[src/rtl/muxn_pipe.sv]
// muxn_pipe: registered N-to-1 channel select with a two-entry (head + skid)
// valid/ready pipeline stage.
//
// Ports:
//   clk        rising-edge clock
//   rst_n      asynchronous active-low reset
//   d          N concatenated channels, channel i at [i*WIDTH +: WIDTH]
//   sel        channel index captured with each accepted beat
//   in_valid   upstream offers a beat
//   in_ready   block can accept a beat this cycle (registered)
//   out_valid  y/sel_err hold a beat (registered)
//   out_ready  downstream accepts the head beat
//   flush      synchronous discard of all held beats
//   y          selected data of the head beat
//   sel_err    head beat's select was out of range or unknown
module muxn_pipe #(
  parameter int unsigned WIDTH = 32,
  parameter int unsigned N     = 4,
  parameter int unsigned SELW  = $clog2(N)
) (
  input  logic               clk,
  input  logic               rst_n,
  input  logic [N*WIDTH-1:0] d,
  input  logic [SELW-1:0]    sel,
  input  logic               in_valid,
  output logic               in_ready,
  output logic               out_valid,
  input  logic               out_ready,
  input  logic               flush,
  output logic [WIDTH-1:0]   y,
  output logic               sel_err
);

  typedef enum logic [1:0] {
    S_EMPTY = 2'd0,
    S_ONE   = 2'd1,
    S_FULL  = 2'd2
  } state_e;

  state_e             state_q, state_d;
  logic [WIDTH-1:0]   head_data_q, head_data_d;
  logic               head_err_q, head_err_d;
  logic [WIDTH-1:0]   skid_data_q, skid_data_d;
  logic               skid_err_q, skid_err_d;
  logic               in_ready_q, in_ready_d;
  logic               out_valid_q, out_valid_d;

  logic               accept;
  logic               deliver;
  logic [WIDTH-1:0]   cap_data;
  logic               cap_err;

  assign accept  = in_valid && in_ready_q;
  assign deliver = out_valid_q && out_ready;

  // Channel select; any select that matches no channel (out of range, or
  // carrying X/Z bits) falls back to channel 0 and flags the error.
  always_comb begin
    cap_err  = 1'b1;
    cap_data = d[WIDTH-1:0];
    for (int i = 0; i < int'(N); i++) begin
      if (sel == SELW'(i)) begin
        cap_err  = 1'b0;
        cap_data = d[i*WIDTH +: WIDTH];
      end
    end
  end

  // State register and all datapath/output registers.
  always_ff @(posedge clk or negedge rst_n) begin
    if (!rst_n) begin
      state_q     <= S_EMPTY;
      head_data_q <= '0;
      head_err_q  <= 1'b0;
      skid_data_q <= '0;
      skid_err_q  <= 1'b0;
      in_ready_q  <= 1'b1;
      out_valid_q <= 1'b0;
    end else begin
      state_q     <= state_d;
      head_data_q <= head_data_d;
      head_err_q  <= head_err_d;
      skid_data_q <= skid_data_d;
      skid_err_q  <= skid_err_d;
      in_ready_q  <= in_ready_d;
      out_valid_q <= out_valid_d;
    end
  end

  // Next-state logic; flush overrides any accept/deliver.
  always_comb begin
    state_d = state_q;
    unique case (state_q)
      S_EMPTY: if (accept) state_d = S_ONE;
      S_ONE: begin
        if (accept && !deliver)      state_d = S_FULL;
        else if (!accept && deliver) state_d = S_EMPTY;
      end
      S_FULL:  if (deliver) state_d = S_ONE;
      default: state_d = S_EMPTY;
    endcase
    if (flush) state_d = S_EMPTY;
  end

  // Datapath moves and next values of the registered handshake outputs.
  always_comb begin
    head_data_d = head_data_q;
    head_err_d  = head_err_q;
    skid_data_d = skid_data_q;
    skid_err_d  = skid_err_q;
    if (!flush) begin
      unique case (state_q)
        S_EMPTY: begin
          if (accept) begin
            head_data_d = cap_data;
            head_err_d  = cap_err;
          end
        end
        S_ONE: begin
          if (accept && deliver) begin
            head_data_d = cap_data;
            head_err_d  = cap_err;
          end else if (accept) begin
            skid_data_d = cap_data;
            skid_err_d  = cap_err;
          end
        end
        S_FULL: begin
          if (deliver) begin
            head_data_d = skid_data_q;
            head_err_d  = skid_err_q;
          end
        end
        default: ;
      endcase
    end
    in_ready_d  = (state_d != S_FULL);
    out_valid_d = (state_d != S_EMPTY);
  end

  assign in_ready  = in_ready_q;
  assign out_valid = out_valid_q;
  assign y         = head_data_q;
  assign sel_err   = head_err_q;

endmodule

[config.mk]
export PLATFORM = sky130hd
export DESIGN_NAME = muxn_pipe
export DESIGN_NICKNAME = d
export VERILOG_FILES = /design/src/rtl/muxn_pipe.sv
export SDC_FILE = /design/constraint.sdc
export NUM_CORES = 1
export LEC_CHECK = 0
export CAP_MARGIN = 0
export CELL_PAD_IN_SITES_DETAIL_PLACEMENT = 0
export CELL_PAD_IN_SITES_GLOBAL_PLACEMENT = 2
export CORE_UTILIZATION = 28
export DETAILED_ROUTE_END_ITERATION = 12
export GPL_TIMING_DRIVEN = 0
export HOLD_SLACK_MARGIN = 0.06
export PLACE_DENSITY_LB_ADDON = 0.1
export SLEW_MARGIN = 10
export SYNTH_ARGS = -nofsm -noshare
export SYNTH_HDL_FRONTEND = slang
export SYNTH_SLANG_ARGS = --single-unit
[constraint.sdc]
create_clock -name clk -period 2.11 [get_ports clk]
set_input_delay 0.5275 -clock clk [delete_from_list [all_inputs] [get_ports clk]]
set_output_delay 0.5275 -clock clk [all_outputs]
set_load 0.005 [all_outputs]
== Word-level counts from Yosys, hierarchy flattened ==
Cells that the tools add are included.
Word-level totals
  logic and storage cells: 52
  output and inout port bits: 35
  register bits after elaboration: 70
  input port bits: 135
Cells by class
  reduce and logical (&&, ||, !) cells: 13
  multiplexer cells: 21
  equal/unequal tests: 9
  bitwise operators: 2
Operator list (number)
  32-bit 2-to-1 mux: 6
  32-bit one-hot mux with 3 select lines: 1
  2-bit 2-to-1 mux: 5
  2-bit != test, second input constant: 4
  1-bit 2-to-1 mux: 7
  2-bit == test, second input constant: 3
  2-bit one-hot mux with 3 select lines: 1
  1-bit logical AND: 5
  5-bit AND reduction: 1
  2-bit by 1-bit == test with 1-bit output, second input constant: 2
  2-bit zero test: 2
  4-bit AND reduction: 1
  1-bit one-hot mux with 3 select lines: 1
  3-bit nonzero test: 1
  1-bit zero test: 2
  1-bit inverter: 2
  2-bit nonzero test: 1

== Longest topological paths before layout ==
Gate-level depths: netlist of run 1.
  depth in word-level cells: 8
  gate-level depth with buffers: 7
  gate-level depth less buffers: 4

== Worst setup path after synthesis of run 1 ==
Ideal clock, no wire load.
  path kind: register -> register
  start point: register in_ready_q, in the netlist in_ready
  end point: register skid_data_q[0]
  required time: 1.985 ns
  library setup time: 0.125 ns
  cell stages (with the launch flop): 6
  arrival time: 1.658 ns
  clock period less this slack: 1.783 ns
  path slack: 0.327 ns
  buffers on the path: 2
  path through: dfstp_2 -> nand2_1 -> or4_4 -> buf_6 -> buf_12 -> mux2_4
On the way
  cells in the longest elaborated chain, start to end: 4
RTL lines
  from (decl): line 45  | logic in_ready_q, in_ready_d;
  from (signal assigned): line 85  | in_ready_q <= in_ready_d;
  1-bit logical AND (*): line 53  | assign accept = in_valid && in_ready_q;
  1-bit logical AND: line 120  | if (accept && deliver) begin
  1-bit inverter (no source line)
  4-bit AND reduction (no source line) (*)
  to (signal assigned): line 83  | skid_data_q <= skid_data_d;
  to (decl): line 43  | logic [WIDTH-1:0] skid_data_q, skid_data_d;
Mark *: on every way between the ends. The rest lies on a longest branch, timed or not.
A chain may end at the register's enable or synchronous reset.

== Worst setup path after layout of run 1 ==
  start point: input port in_valid
  end point: register skid_data_q[8]
On the way
  cells in the longest elaborated chain, start to end: 4
RTL lines
  from (decl): line 25  | input logic in_valid,
  1-bit logical AND (*): line 53
  1-bit logical AND: line 120
  1-bit inverter (no source line)
  4-bit AND reduction (no source line) (*)
Marks and branches as above.

==> metrics.txt, run 1 <==
vias=3,470; Max Cap Viol=0; post-synthesis async set-or-reset flop share=100%; fin crit share=96.5%; Total Routing Usage GR=16.7%; Sequential Power Share=37.7%; worst skew pair latency=0.34 ns; # setup viols final=0; Worst Hold Class=in -> async; Synth top area share=39.9%; TritonCTS Sinks=70; RSZ-0062 raised after global routing=no; Sw Ratio=25.6%; Die H=126 um; final setup margin=0.0732 ns; max-slew violations=0; Yosys reg bits=70; sequential-to-total area share from yosys stat=40.5%; initial antenna violation count=0; Syn Std Cell Area=4330 um^2; CP Class=in -> reg; top-count cell post-synth=mux2i_1; CTS root buf=clkbuf_16; Worst slew margin=42.6%; clock network power share=28.3%; Setup crit end kind=register; post-synth net total=484; core area=15,100 um^2; Max FO, Critical Path=10; combinational share of power=34.0%; worst slack, placed=-0.439 ns; antenna cells=0; area of the multi-input gates=2360 um^2; H-tree depth=3; Die Wd=126 um; drt total wl=12.9 mm; Post-synth top cells=mux2i_1 (97), dfrtp_1 (69), nor2_1 (33); Fillers=1,455; main area contributors after synthesis=dfrtp_1 (40%), mux2i_1 (22%), mux2_4 (10%), mux2_2 (7.0%), a221oi_1 (6.3%); pin count of the biggest net entering global routing=40; die area=16,000 um^2; outcome=finished clean; CTS tree=built; Yosys Warn Count=0; placed insts=705; global-route wire length before repair=20.3 mm; maximum VDD drop=315 uV; pwr/cell area=864 nW/um^2; via/cell ratio=4.81; WP data arrival=2.25 ns; Internal Power=0.00424 W; Clock Skew=0.00637 ns; iteration-0 DRC count of the detailed router=93; Unique masters post-synth=30; dpl hpwl=9.22 mm; io pins=170; share of cells above drive strength 1=19.7%; FMAX=491 MHz; Cells after Synth=349; vias in the first global route=3,588; CP Data Required Time=2.33 ns; Psw=0.00146 W; Tmin final=2.04 ns; Worst-Margin Slew=0.861 ns; std cell rows=45; Worst-path clk slew=0.06 ns; DR WL/cell=17.9 um; number of flops mapped to enable cells by yosys=0; IO Port Bufs=167; Non-Filler Instances=722; WHS=0.134 ns; GRT overflow=0; drt pass-1 iters=4; Startpoint Class=primary input; Hold Buf Count CTS=0; final net count=664; Starting Density=28.6%; area grow syn2layout=52.3%; Clock Tree Buf Depth=2; LEAKAGE=2.98 nW; post-synthesis area per instance=12.4 um^2; number of CTS-inserted buffers=9; global placer's final weighted congestion=0.680; Primary FF master, synth=dfrtp_1; final hold violation count=0; Register Area=1750 um^2; Post-DRT Antenna Nets=0; area leader, netlist=dfrtp_1; drt drc=0
-- area by class of cell --
cell class | count | area share (%)
multi-input cells | 248 | 35.8
flip-flops and latches | 70 | 26.6
repair buffers | 169 | 25.7
clock buffers | 13 | 4.25
well taps | 188 | 3.57
plain buffers | 29 | 3.40
clock inverters | 3 | 0.607
inverters | 2 | 0.114
-- worst max-delay path, stage by stage --
cell	delay (ns)
clkdlybuf4s50_1	0.51
nand2_1	0.11
or4_4	0.48
buf_6	0.16
buf_12	0.15
mux2_4	0.30
-- power by group through the flow --
stage | sequential [W] | clock (W) | combinational, W
4_1_cts | 0.00215 | 0.00167 | 0.00197
2_1_floorplan | 0.00213 | 0 | 0.000978
3_3_place_gp | 0.00214 | 0 | 0.00194
6_report | 0.00215 | 0.00161 | 0.00194
5_1_grt | 0.00222 | 0.00171 | 0.00209
3_5_place_dp | 0.00216 | 0 | 0.00195
-- placed cells by master, fill, tap and decap left out, types with 3 or more instances in the layout --
| cell | count |
|---|---|
| mux2_2 | 27 |
| clkdlybuf4s50_1 | 166 |
| buf_2 | 12 |
| mux2i_1 | 97 |
| buf_4 | 5 |
| mux2_1 | 8 |
| a221oi_1 | 31 |
| buf_6 | 5 |
| clkbuf_1 | 3 |
| clkbuf_16 | 9 |
| nor2_1 | 33 |
| buf_12 | 4 |
| mux2_4 | 29 |
| clkbuf_8 | 4 |
| nand2_1 | 5 |
| dfrtp_1 | 69 |
-- through the flow --
step	util [%]	total power [W]	setup TNS (ns)	instance area (um^2)
floorplan	-	0.00311	0	4330
global placement	41.2	0.00408	-170.63	6240
detailed placement	41.3	0.00411	-20.47	6250
CTS	43.5	0.00579	-0.0102	6580
global route	43.6	0.00602	0	6600
finish	43.6	0.00570	0	6600
-- logic make-up (layout without fill, tap and decap cells) --
logic type             count (synthesis)  after routing  share of synthesized area, %
multiplexers                         161            161                          41.6
AND/OR/NAND/NOR                       48             48                          4.85
buffers and inverters                 31            216                          5.20
flip-flops                            70             70                          40.5
AO/OA/AOI/OAI                         39             39                          7.89
-- metal layers --
metal	global-route usage, %	wire (um)
met1	22.2	6050
met2	26.7	6020
met3	3.46	642
met4	6.17	179
met5	0	0
-- registers in the layout, summed over array words and instances (netlist names) --
signal	count
in_ready	1
y	32
out_valid	1
sel_err	1
skid_err_q	1
skid_data_q	32
state_q	2
-- repair_timing --
action                                  CTS  global route
buffers inserted                          0             1
pin swaps                                 0             1
endpoints found under the setup margin   29            29
resized for setup                         2             3
endpoints found under the hold margin     0             0
-- path summary, 6_finish.rpt --
check	start	endpoint	slack, ns	depth (start not counted)
worst max-delay path	in_valid	skid_data_q[8]$_DFFE_PN0P_	0.07	6
worst min-delay path	rst_n	y[9]$_DFFE_PN0P_	0.13	1
worst max register to register	state_q[0]$_DFF_PN0_	y[11]$_DFFE_PN0P_	0.21	6
worst min register to register	y[21]$_DFFE_PN0P_	y[21]$_DFFE_PN0P_	0.49	1
max in group asynchronous	rst_n	y[24]$_DFFE_PN0P_	1.40	2
min in group clk	y[21]$_DFFE_PN0P_	y[21]$_DFFE_PN0P_	0.49	1
(Power assumes the default switching activity.)
==> run 2, diff against run 1 <==
- PLACE_DENSITY: not set -> 0.82
- PLACE_DENSITY_LB_ADDON: 0.1 -> not set
==> metrics.txt, run 2 (synthesized netlist as in run 1, its figures left out) <==
antenna cells=0 (unchanged); slowest stage delay, CP=0.50 ns (about the same); initial antenna violation count=0 (unchanged); die area=16,000 um^2 (unchanged); Worst-Margin Slew=0.780 ns (-0.0805 ns); Fillers=1,434 (-1.4%); number of CTS-inserted buffers=9 (unchanged); Register Area=1750 um^2 (unchanged); final setup TNS=0 ns (unchanged); outcome=finished clean; max-slew violations=0 (unchanged); Max FO, Critical Path=10 (unchanged); worst slack, placed=-0.415 ns (+0.0243 ns); fin crit share=98.7% (+2.2 points); final hold violation count=0 (unchanged); core area=15,100 um^2 (unchanged); iteration-0 DRC count of the detailed router=117 (+26%); global placer's final weighted congestion=0.708 (+4.2%); crit-path cells=clkdlybuf4s50_1 > and3b_1 > nand3_1 > a21oi_4 > buf_4 > mux2_2; Worst Hold Class=in -> async; pwr/cell area=855 nW/um^2 (-1.0%); Worst setup startpoint=in_valid; most common cell after layout, fill and taps aside=clkdlybuf4s50_1; Sw Ratio=26.5% (+0.86 points); drt drc=0 (unchanged); Total Routing Usage GR=17.2% (+0.55 points); via/cell ratio=4.86 (+1.2%); R2R Setup Slk=0.19 ns (-0.02 ns); Internal Power=0.00413 W (-2.4%); most frequent cells in the layout=clkdlybuf4s50_1 (166), mux2i_1 (97), dfrtp_1 (69); Worst slew margin=48.0% (+5.4 points); std cell rows=45 (unchanged); LEAKAGE=2.98 nW (-0.11%); # setup viols final=0 (unchanged); share of cells above drive strength 1=19.8% (+0.15 points); combinational share of power=34.8% (+0.8 points); Tmin final=2.08 ns (+0.0463 ns); area of the multi-input gates=2360 um^2 (unchanged); pin count of the biggest net entering global routing=39 (-2.5%); cells on worst reg2reg path=5 (-1); Crit Reg-Reg Endpoint=y[30]$_DFFE_PN0P_; DR WL/cell=18.3 um (+2.3%); CTS root buf=clkbuf_16; Worst-path clk slew=0.06 ns (about the same); maximum VDD drop=323 uV (+2.6%); Hold Buf Count CTS=0 (unchanged); TritonCTS Sinks=70 (unchanged); drt total wl=13.2 mm (+2.4%); WHS=0.171 ns (+0.0377 ns); global-route wire length before repair=21.2 mm (+4.7%); final setup margin=0.0268 ns (-0.0463 ns); Clock Skew=0.00620 ns (-0.000170 ns); vias=3,516 (+1.3%); final net count=666 (+0.30%); Die Wd=126 um (unchanged); Post-DRT Antenna Nets=0 (unchanged); dpl hpwl=9.57 mm (+3.8%); CP Class=in -> reg; clock network power share=26.7% (-1.6 points); H-tree depth=3 (unchanged); area grow syn2layout=52.0%; Psw=0.00149 W (+2.0%); worst skew pair latency=0.33 ns (about the same); Sequential Power Share=38.5% (+0.8 points); Starting Density=28.6% (unchanged); FMAX=480 MHz (-2.2%); io pins=170 (unchanged); CP Data Required Time=2.32 ns (about the same); Startpoint Class=primary input; Clock Tree Buf Depth=2 (unchanged); CP max-delay cell=clkdlybuf4s50_1; GRT overflow=0 (unchanged); Die H=126 um (unchanged); WP data arrival=2.30 ns (+0.05 ns); Worst R2R Start=in_ready$_DFF_PN1_; Setup crit end kind=register; CTS tree=built; drt pass-1 iters=4 (unchanged); Max Cap Viol=0 (unchanged); IO Port Bufs=167 (unchanged); CP endpoint=y[30]$_DFFE_PN0P_; RSZ-0062 raised after global routing=yes; vias in the first global route=3,838 (+7.0%)
-- run 2: repair_timing --
action                                  4_1_cts  5_1_grt
setup buffers                                 0        3
pin swaps                                     0        1
endpoints found under the setup margin       29       29
gates resized for setup                       3        1
-- run 2: worst min-delay path by stage --
stage | start | cells after the start | end | slack, ns
4_1_cts | rst_n | 1 | skid_data_q[11]$_DFFE_PN0P_ | 0.18
5_1_grt | rst_n | 1 | y[10]$_DFFE_PN0P_ | 0.19
3_3_place_gp | y[16]$_DFFE_PN0P_ | 1 | y[16]$_DFFE_PN0P_ | 0.47
6_report | rst_n | 1 | y[8]$_DFFE_PN0P_ | 0.17
2_1_floorplan | rst_n | 0 | out_valid$_DFF_PN0_ | 0.23
3_5_place_dp | skid_err_q$_DFFE_PN0P_ | 1 | skid_err_q$_DFFE_PN0P_ | 0.48
-- run 2: power by group through the flow --
stage | Clock, W | Sequential (W) | Combinational, W
global placement | 0 | 0.00215 | 0.00192
finish | 0.00150 | 0.00217 | 0.00196
detailed placement | 0 | 0.00217 | 0.00197
CTS | 0.00154 | 0.00217 | 0.00198
floorplan | 0 | 0.00213 | 0.000978
global route | 0.00160 | 0.00224 | 0.00210
-- run 2: cell type report --
| class | count | area share (%) |
|---|---|---|
| clock buffer | 10 | 3.63 |
| inverter | 2 | 0.114 |
| clock inverter | 5 | 0.761 |
| buffer | 29 | 3.40 |
| sequential | 70 | 26.6 |
| tap | 188 | 3.57 |
| multi-input combinational | 248 | 35.9 |
| timing repair buffer | 171 | 26.0 |
-- run 2: metal layers --
layer	up-vias	track usage [%]	wire [um]
met2	102	30.2	6530
li1	1671	-	-
met5	-	0	0
met1	1728	20.4	5720
met3	15	5.27	824
met4	0	4.68	131
-- run 2: worst max-delay path: cells and delay by family --
kind | cells | cell delay [ns]
buffers and inverters | 2 | 0.77
and+or+nand+nor | 2 | 0.36
muxes | 1 | 0.36
AOI/OAI and AO/OA | 1 | 0.27
-- run 2: stage by stage --
stage / util [%] / total power [W] / std cells / instance area, um^2
2_1_floorplan: - / 0.00311 / 349 / 4330
5_1_grt: 43.4 / 0.00595 / 723 / 6580
3_5_place_dp: 41.3 / 0.00414 / 705 / 6250
3_3_place_gp: 41.2 / 0.00407 / 704 / 6240
6_report: 43.4 / 0.00562 / 723 / 6580
4_1_cts: 43.3 / 0.00568 / 720 / 6550
